**config.mk**
```make
export PLATFORM = sky130hd
export DESIGN_NAME = cpu_sequencer
export DESIGN_NICKNAME = d
export VERILOG_FILES = /design/src/rtl/cpu_seq_pkg.sv /design/src/rtl/seq_wait_cnt.sv /design/src/rtl/cpu_sequencer.sv
export SDC_FILE = /design/constraint.sdc
export NUM_CORES = 1
export LEC_CHECK = 0
export CAP_MARGIN = 15
export CORE_MARGIN = 5
export CORE_UTILIZATION = 37
export DETAILED_ROUTE_END_ITERATION = 10
export HOLD_SLACK_MARGIN = 0.12
export PLACE_DENSITY = 0.83
export RECOVER_POWER = 100
export SYNTH_ARGS = -nofsm -noshare
export SYNTH_HDL_FRONTEND = slang
export SYNTH_SLANG_ARGS = --single-unit
```
**constraint.sdc**
```tcl
create_clock -name clk -period 1.8 [get_ports clk]
set_clock_uncertainty 0.15 [all_clocks]
set_input_delay 0.27 -clock clk [delete_from_list [all_inputs] [get_ports clk]]
set_output_delay 0.27 -clock clk [all_outputs]
set_load 0.01 [all_outputs]
```
**src/rtl/cpu_seq_pkg.sv**
```systemverilog
// cpu_seq_pkg: shared state encoding, instruction field codes and latency helper for the sequencer
package cpu_seq_pkg;
   typedef enum logic [3:0] {
      S_IDLE     = 4'd0,
      S_FETCH    = 4'd1,
      S_DECODE   = 4'd2,
      S_DISPATCH = 4'd3,
      S_EXT      = 4'd4,
      S_MEMRD    = 4'd5,
      S_OPLD     = 4'd6,
      S_EXEC     = 4'd7,
      S_WB       = 4'd8,
      S_NEXT     = 4'd9,
      S_JUMP     = 4'd10,
      S_HALT     = 4'd11,
      S_TRAP     = 4'd12
   } state_t;
   localparam logic [1:0] OT_MOVE    = 2'b00;
   localparam logic [1:0] OT_ARITH   = 2'b01;
   localparam logic [1:0] OT_LOGIC   = 2'b10;
   localparam logic [1:0] OT_ILL     = 2'b11;
   localparam logic [1:0] MODE_REG   = 2'b00;
   localparam logic [1:0] MODE_IMM   = 2'b01;
   localparam logic [1:0] MODE_DIR   = 2'b10;
   localparam logic [1:0] MODE_ILL   = 2'b11;
   localparam logic [1:0] BYTE_TWO   = 2'd2;
   localparam logic [3:0] OPC_HLT    = 4'hE;
   localparam logic [3:0] OPC_JMP    = 4'hF;
   function automatic int lat_max(input int a, input int b);
      return (a > b) ? a : b;
   endfunction
endpackage

```
**src/rtl/seq_wait_cnt.sv**
```systemverilog
// seq_wait_cnt: loadable down-counter that sticks at zero and flags completion
module seq_wait_cnt #(
   parameter int W = 1
) (
   input  logic         clk,
   input  logic         rst,
   input  logic         i_load,
   input  logic [W-1:0] i_val,
   output logic [W-1:0] o_cnt,
   output logic         o_done
);
   logic [W-1:0] r_cnt;
   // reload on every state change, otherwise count down and hold at zero
   always_ff @(posedge clk or posedge rst)
      if (rst) r_cnt <= '0;
      else if (i_load) r_cnt <= i_val;
      else if (r_cnt != '0) r_cnt <= r_cnt - W'(1);
   assign o_cnt  = r_cnt;
   assign o_done = (r_cnt == '0);
endmodule

```
**src/rtl/cpu_sequencer.sv**
```systemverilog
// cpu_sequencer: multi-cycle Moore sequencer driving datapath strobes for the 16-bit CPU
module cpu_sequencer
   import cpu_seq_pkg::*;
#(
   parameter int ROM_LAT = 1,
   parameter int RAM_LAT = 1
) (
   input  logic       clk,
   input  logic       rst,
   input  logic       en,
   input  logic [1:0] ins_byte,
   input  logic [1:0] ins_mode,
   input  logic [1:0] ins_ot,
   input  logic [3:0] ins_opcode,
   output logic       ins_load,
   output logic       ext_load,
   output logic       ram_rd,
   output logic       op1_load,
   output logic       op2_load,
   output logic       alu_en,
   output logic       reg_load,
   output logic       pc_inc,
   output logic       pc_load,
   output logic       busy,
   output logic       halted,
   output logic       illegal_op,
   output logic [3:0] state_dbg
);
   localparam int CW = $clog2(lat_max(ROM_LAT, RAM_LAT) + 1);
   // timed states count down from (duration - 1) to zero
   localparam logic [CW-1:0] C_FETCH = CW'(ROM_LAT - 1);
   localparam logic [CW-1:0] C_EXT   = CW'(ROM_LAT);
   localparam logic [CW-1:0] C_MEM   = CW'(RAM_LAT - 1);
   state_t          r_state;
   state_t          w_next;
   logic [CW-1:0]   w_cnt;
   logic [CW-1:0]   w_ld_val;
   logic            w_done;
   logic            w_chg;
   logic            w_illegal;
   logic            w_hlt;
   logic            w_jmp;
   assign w_illegal = (ins_ot == OT_ILL) || (ins_mode == MODE_ILL);
   assign w_hlt     = (ins_ot == OT_MOVE) && (ins_opcode == OPC_HLT);
   assign w_jmp     = (ins_ot == OT_MOVE) && (ins_opcode == OPC_JMP);
   assign w_chg     = (w_next != r_state);
   assign w_ld_val  = (w_next == S_FETCH) ? C_FETCH :
                      (w_next == S_EXT)   ? C_EXT   :
                      (w_next == S_MEMRD) ? C_MEM   : '0;
   seq_wait_cnt #(.W(CW)) u_wait (
      .clk   (clk),
      .rst   (rst),
      .i_load(w_chg),
      .i_val (w_ld_val),
      .o_cnt (w_cnt),
      .o_done(w_done)
   );
   // state register; async reset aborts any instruction in flight
   always_ff @(posedge clk or posedge rst)
      if (rst) r_state <= S_IDLE;
      else r_state <= w_next;
   // next-state: walk the instruction phases, HALT and TRAP absorb
   always_comb begin
      w_next = r_state;
      case (r_state)
         S_IDLE:     w_next = en ? S_FETCH : S_IDLE;
         S_FETCH:    w_next = w_done ? S_DECODE : S_FETCH;
         S_DECODE:   w_next = S_DISPATCH;
         S_DISPATCH: w_next = w_illegal ? S_TRAP :
                              w_hlt ? S_HALT :
                              w_jmp ? S_JUMP :
                              (ins_byte == BYTE_TWO) ? S_EXT : S_OPLD;
         S_EXT:      w_next = !w_done ? S_EXT : (ins_mode == MODE_DIR) ? S_MEMRD : S_OPLD;
         S_MEMRD:    w_next = w_done ? S_OPLD : S_MEMRD;
         S_OPLD:     w_next = S_EXEC;
         S_EXEC:     w_next = S_WB;
         S_WB:       w_next = S_NEXT;
         S_NEXT,
         S_JUMP:     w_next = en ? S_FETCH : S_IDLE;
         default:    w_next = r_state;
      endcase
   end
   assign ins_load   = (r_state == S_DECODE);
   assign ext_load   = (r_state == S_EXT) && w_done;
   assign ram_rd     = (r_state == S_MEMRD);
   assign op1_load   = (r_state == S_OPLD);
   assign op2_load   = (r_state == S_OPLD);
   assign alu_en     = (r_state == S_EXEC);
   assign reg_load   = (r_state == S_WB);
   assign pc_inc     = (r_state == S_NEXT) || ((r_state == S_EXT) && (w_cnt == C_EXT));
   assign pc_load    = (r_state == S_JUMP);
   assign busy       = !((r_state == S_IDLE) || (r_state == S_HALT) || (r_state == S_TRAP));
   assign halted     = (r_state == S_HALT);
   assign illegal_op = (r_state == S_TRAP);
   assign state_dbg  = r_state;
endmodule

```
# [Yosys cells after proc, flatten, opt, wreduce, memory -nomap -nowiden]
# Cells that the tools add are included.
[word_totals] reg_bits=5 in_bits=13 wordCells=51
[op_classes] addsub=1 n_eq_ne=21 mux=14 bitwise_logic=1 n_reduce_logical=12
[ops] cell="$pmux W4 S9" n=1
[ops] cell="$eq A4 B4 Y1 const B" n=7
[ops] cell="$eq A4 B3 Y1 const B" n=5
[ops] cell="$mux W4" n=3
[ops] cell="$mux W2" n=5
[ops] cell="$eq A2 B2 Y1 const B" n=4
[ops] cell="$eq A4 B1 Y1 const B" n=2
[ops] cell="$eq A4 B2 Y1 const B" n=2
[ops] cell="$mux W1" n=5
[ops] cell="$logic_and A1 B1 Y1" n=4
[ops] cell="$logic_not A4 Y1" n=1
[ops] cell="$logic_or A1 B1 Y1" n=4
[ops] cell="$ne A4 B4 Y1" n=1
[ops] cell="$reduce_or A3 Y1" n=1
[ops] cell="$logic_not A2 Y1" n=1
[ops] cell="$logic_not A1 Y1" n=1
[ops] cell="$not A1 Y1" n=1
[ops] cell="$sub A1 B1 Y1 const B" n=1

# [Depth between registers and ports, before layout]
[depth] ltp_word=10 depth_mapped=6 depth_no_buf=4

# [Hierarchy]
# From an unflattened synthesis, not the netlist that was laid out.
[unflattened] hier_cells=80 hier_area_um2=538.0
[modules_own_cells] module="cpu_sequencer" instances=1 cells_each=76 area_each_um2=499.2 seq_area_each_um2=100.1
[modules_own_cells] module="seq_wait_cnt" instances=1 cells_each=4 area_each_um2=38.8 seq_area_each_um2=25.0

# [Least setup slack after synthesis]
# Ideal clock, no wire load.
[synth_timing] kind="reg2reg" from="reg r_state[1] (netlist: state_dbg[1])" to="reg u_wait.r_cnt (netlist: u_wait.o_cnt)" setup_ps=121 arrival_time_ps=1515 slack_ps=14 stages_incl_launch_ff=5 n_path_buf=1 cell_sequence="dfrtp_1 -> buf_2 -> nor4_1 -> a32oi_1 -> and4b_1"
[synth_between] elab_chain_len=7 elab_cells_between_ends=19 cone_classes="eq/ne (13); mux (4); reduce/logical (2)"
[synth_rtl] element="start: declaration" line="cpu_sequencer.sv:34" text="state_t r_state;"
[synth_rtl] element="start signal: assignment" line="cpu_sequencer.sv:61" text="else r_state <= w_next;"
[synth_rtl] element="$eq A4 B4 Y1 / $logic_not A4 Y1 (equally long branches)" line="cpu_sequencer.sv:65" text="case (r_state)"
[synth_rtl] element="$reduce_or A3 Y1 (no line)"
[synth_rtl] element="$pmux W4 S9" line="cpu_sequencer.sv:65"
[synth_rtl] element="$eq A4 B3 Y1" line="cpu_sequencer.sv:48" text="(w_next == S_EXT) ? C_EXT :"
[synth_rtl] element="$mux W1" line="cpu_sequencer.sv:48"
[synth_rtl] element="$mux W1" line="cpu_sequencer.sv:47" text="assign w_ld_val = (w_next == S_FETCH) ? C_FETCH :"
[synth_rtl] element="$mux W1 (*)" line="seq_wait_cnt.sv:16" text="else if (i_load) r_cnt <= i_val;"
[synth_rtl] element="end signal: assignment" line="seq_wait_cnt.sv:16"
[synth_rtl] element="end signal: assignment" line="seq_wait_cnt.sv:17" text="else if (r_cnt != '0) r_cnt <= r_cnt - W'(1);"
[synth_rtl] element="end: declaration" line="seq_wait_cnt.sv:12" text="logic [W-1:0] r_cnt;"
# Mark *: on every way between the ends. The rest lies on a longest branch, timed or not.

# [Worst setup path after layout]
[layout_timing] from="reg r_state[3] (netlist: state_dbg[3])" to="out pc_inc"
[layout_between] elab_chain_len=3 elab_cells_between_ends=4 cone_classes="eq/ne (2); reduce/logical (2)"
[layout_rtl] element="$eq A4 B3 Y1" line="cpu_sequencer.sv:90" text="assign pc_inc = (r_state == S_NEXT) || ((r_state == S_EXT) && (w_cnt == C_EXT));"
[layout_rtl] element="$logic_and A1 B1 Y1" line="cpu_sequencer.sv:90"
[layout_rtl] element="$logic_or A1 B1 Y1 (*)" line="cpu_sequencer.sv:90"
[layout_rtl] element="end: declaration" line="cpu_sequencer.sv:22" text="output logic pc_inc,"
# Marks and branches as above.

==> impl.org <==
** Run status
- Result of the run :: finished with violations
- The final reports fail on setup timing.

** STA
- Number of max-slew violations in the final report :: 0
- Headroom to the max-slew limit :: 77.1%
- Counting I/O delays and the setup requirement, the final critical path takes 1.87 ns.
- Setup total negative slack :: -0.181 ns
- Unrepaired setup endpoints after global routing :: true
- Pin slew with the least headroom to its limit :: 0.342 ns
- The final hold violation count was 0.
- Smallest hold slack :: 0.618 ns
- Setup violators final :: 6
- Final critical-path share of the clock period :: 104%
- Static timing analysis puts the maximum clock frequency at 536 MHz.
- Setup slack on the critical path of the routed design comes to -0.0656 ns.

** Setup path
- Data arrives at the worst endpoint at 1.45 ns.
- Highest net fanout along the worst path :: 2
- Setup slack on the worst reg-to-reg path comes out at -0.05 ns.
- Kind of end point of the critical path :: primary output
- Data required time at the worst endpoint :: 1.38 ns
- The setup path with the least slack is of type reg -> out.
- STA classifies the critical path startpoint as a flip-flop.

** Die
- The initial utilization of the core area, before any placement, comes to 39.5%.
- Die area :: 0.00224 mm^2
- Measured along the x axis, the die boundary spans 47.3 um.
- Cell Rows :: 13
- I/O Pins :: 29
- The die is 47.3 um tall.
- The floorplan step defined a core boundary enclosing 0.00130 mm^2.

** GRT
- Total global routing overflow :: 0
- Across every metal layer, demand over resource in global routing totals 22.7%.
- Vias in the first global route :: 846
- Entering global routing, the biggest net connects 15 pins.
- The first global-routing pass estimated 3.55 mm of wire.
- Number of antenna violations at the first check in global routing :: 0

** Routing
- In the detailed route, the total length drawn on met3 is 184 um.
- DRT Pass-1 Iters :: 4
- Highest routing layer actually used :: met4
- Wire per inst :: 17.5 um
- In the final routing, the length of wire on met1 measures 1.02 mm.
- Number of remaining DRC errors :: 0
- The detailed router placed 849 vias in this run.
- Met2 layer wire length in the routed design :: 1.31 mm
- Number of DRC markers after the initial detailed-route iteration :: 17
- Via density :: 5.70
- Summed over all layers, the routed wires come to 2.60 mm.
- In this run the remaining antenna-violating nets after routing total 0.

** Synthesis
- Total of warnings raised by yosys :: 0
- Post-synth cell types :: 30
- The synthesized netlist occupies a cell area of 514 um^2.
- Number of standard cells after synthesis :: 72
- Fraction of the yosys area taken by sequential cells :: 24.3%
- Flops & latches, synth :: 5
- Dividing the synthesized area by the synthesized cell count gives 7.14 um^2.
- Net count after synthesis :: 85

** Clocking
- Clock edge transition at the registers on the reported setup and hold paths :: 0.05 ns
- The tree is rooted in a sky130_fd_sc_hd__clkbuf_4.
- Number of levels the H-tree was split into :: 1
- CTS buffer count :: 3
- Clock tree from TritonCTS :: yes
- Clock sinks :: 5
- Buffer levels on the longest clock path :: 2
- Clock latency on the worst-skew pair, taken at its later pin, is 0.25 ns.

** Power
- Switching power :: 918 uW
- LEAKAGE :: 0.000533 uW
- In this run switching power makes up 44.1% of total power.
- Sequential cell fraction of total power :: 12.2%
- Per report_power, the clock group accounts for 6.5% of the total.
- VDD sags by at most 0.886 mV.
- The share of total power dissipated in combinational logic is 81.3%.
- Power comes to 2080 uW.
- Internal power comes to 1160 uW.
- Power spread over the standard cell area amounts to 1840 mW/mm^2.

** Place
- The placed instances occupy a cell area of 968 um^2.
- Routability-driven placement finished with a final weighted congestion of 0.826.
- During placement, the flow inserted port buffers numbering 28.
- Placed wire-length estimate after detailed placement :: 1.49 mm

** Finish
- 0 antenna diodes ended up in the layout.
- From synthesis to final layout, the design area changed by 119%.
- The net count of the finished layout is 148.
- Share of layout cells above drive strength 1 :: 48.5%
- Summing all non-filler instances in the final layout gives an area of 0.00113 mm^2.

** Flow run
- Across the run, the number of max-cap violations was 0.

** Worst hold path
- The worst hold path belongs to the class in -> reg.
-- power by group through the flow --
stage	logic (uW)	clock network, uW	registers (uW)
floorplan	604	0	240
detailed placement	1300	0	236
global placement	1280	0	229
finish	1690	136	254
CTS	1490	141	227
global route	1780	146	257
-- cell type report --
cell class / count / area, um^2
inverters: 3 / 11.3
clock buffers: 4 / 26.3
multi-input cells: 58 / 410
fillers: 72 / 173
repair buffers: 64 / 533
flip-flops and latches: 5 / 129
well taps: 15 / 18.8
-- critical path: stages (launching register included) --
cell	delay [ns]
sky130_fd_sc_hd__dfrtp_1	0.39
sky130_fd_sc_hd__nand2b_4	0.15
sky130_fd_sc_hd__or3b_4	0.39
sky130_fd_sc_hd__a21oi_2	0.12
sky130_fd_sc_hd__buf_2	0.15
-- per-layer routing --
metal | vias up | track usage, %
met1 | 396 | 24.4
met2 | 50 | 41.4
met5 | - | 0
met3 | 12 | 3.83
met4 | 0 | 12.2
li1 | 391 | -
-- what timing repair did --
action | 4_1_cts | 5_1_grt
hold buffers | 1 | 0
endpoints found under the setup margin | 16 | 15
hold endpoints to repair | 5 | 0
pin swaps | 7 | 5
setup buffers | 9 | 1
resized for setup | 47 | 24
-- cell usage after synthesis, drive strengths merged --
cell type	count	area, um^2
a2bb2oi	1	8.76
a21bo	1	10.0
or2b	1	7.51
o211ai	2	15.0
o21a	1	7.51
nor4	2	12.5
nor2b	3	18.8
a311o	1	10.0
a32oi	2	17.5
a31oi	1	6.26
and3b	1	8.76
nor3	5	25.0
a21oi	7	35.0
nand2	7	26.3
nand4b	1	8.76
inv	3	11.3
o22ai	2	12.5
xor2	1	8.76
or3b	2	17.5
nor3b	1	7.51
a22oi	2	15.0
dfrtp	5	125
o21ai	2	10.0
nor2	9	33.8
nand2b	2	12.5
buf	4	25.0
clkbuf	2	7.51
and4b	1	10.0
-- placed cells by master, fill, tap and decap left out, types with 3 or more instances in the layout --
cell                              instances
sky130_fd_sc_hd__dfrtp_2                  3
sky130_fd_sc_hd__dlygate4sd2_1            3
sky130_fd_sc_hd__buf_6                    9
sky130_fd_sc_hd__buf_4                   27
sky130_fd_sc_hd__clkdlybuf4s50_1         11
sky130_fd_sc_hd__buf_2                    6
sky130_fd_sc_hd__nor3_2                   3
sky130_fd_sc_hd__clkbuf_2                 4
sky130_fd_sc_hd__dlygate4sd3_1            3
sky130_fd_sc_hd__inv_1                    3
sky130_fd_sc_hd__nand2_1                  6
sky130_fd_sc_hd__clkbuf_4                 3
sky130_fd_sc_hd__nor2_1                   8
sky130_fd_sc_hd__a21oi_1                  5
-- stage by stage --
stage	cells	util, %	setup slack [ns]
floorplan	72	-	0.0144
global placement	134	74.4	-0.165
detailed placement	134	74.4	-0.259
CTS	148	83.0	-0.0640
global route	149	86.7	-0.120
finish	149	86.7	-0.0656
-- path summary, 6_finish.rpt --
kind                              startpoint            to  cells past startpoint
worst min-delay path                      en  state_dbg[0]                      3
min in group asynchronous                rst  state_dbg[3]                      3
worst max register to register  state_dbg[1]  u_wait.o_cnt                      6
worst max-delay path            state_dbg[3]        pc_inc                      4
max in group asynchronous                rst  state_dbg[1]                      3
worst min register to register  state_dbg[3]  state_dbg[3]                      3
-- cell families (layout without fill, tap and decap cells) --
logic type      count (synthesis)  after routing  share of synthesized area (%)
buf+inv                         9             71                           8.52
simple gates                   35             35                           36.7
xor+xnor                        1              1                           1.70
compound gates                 22             22                           28.7
flops                           5              5                           24.3
-- sequential cells by signal (all words and copies together), names as in the netlist --
| name | cells |
|---|---|
| state_dbg | 4 |
| u_wait.o_cnt | 1 |
No activity file was read; power rests on OpenSTA's default activity.
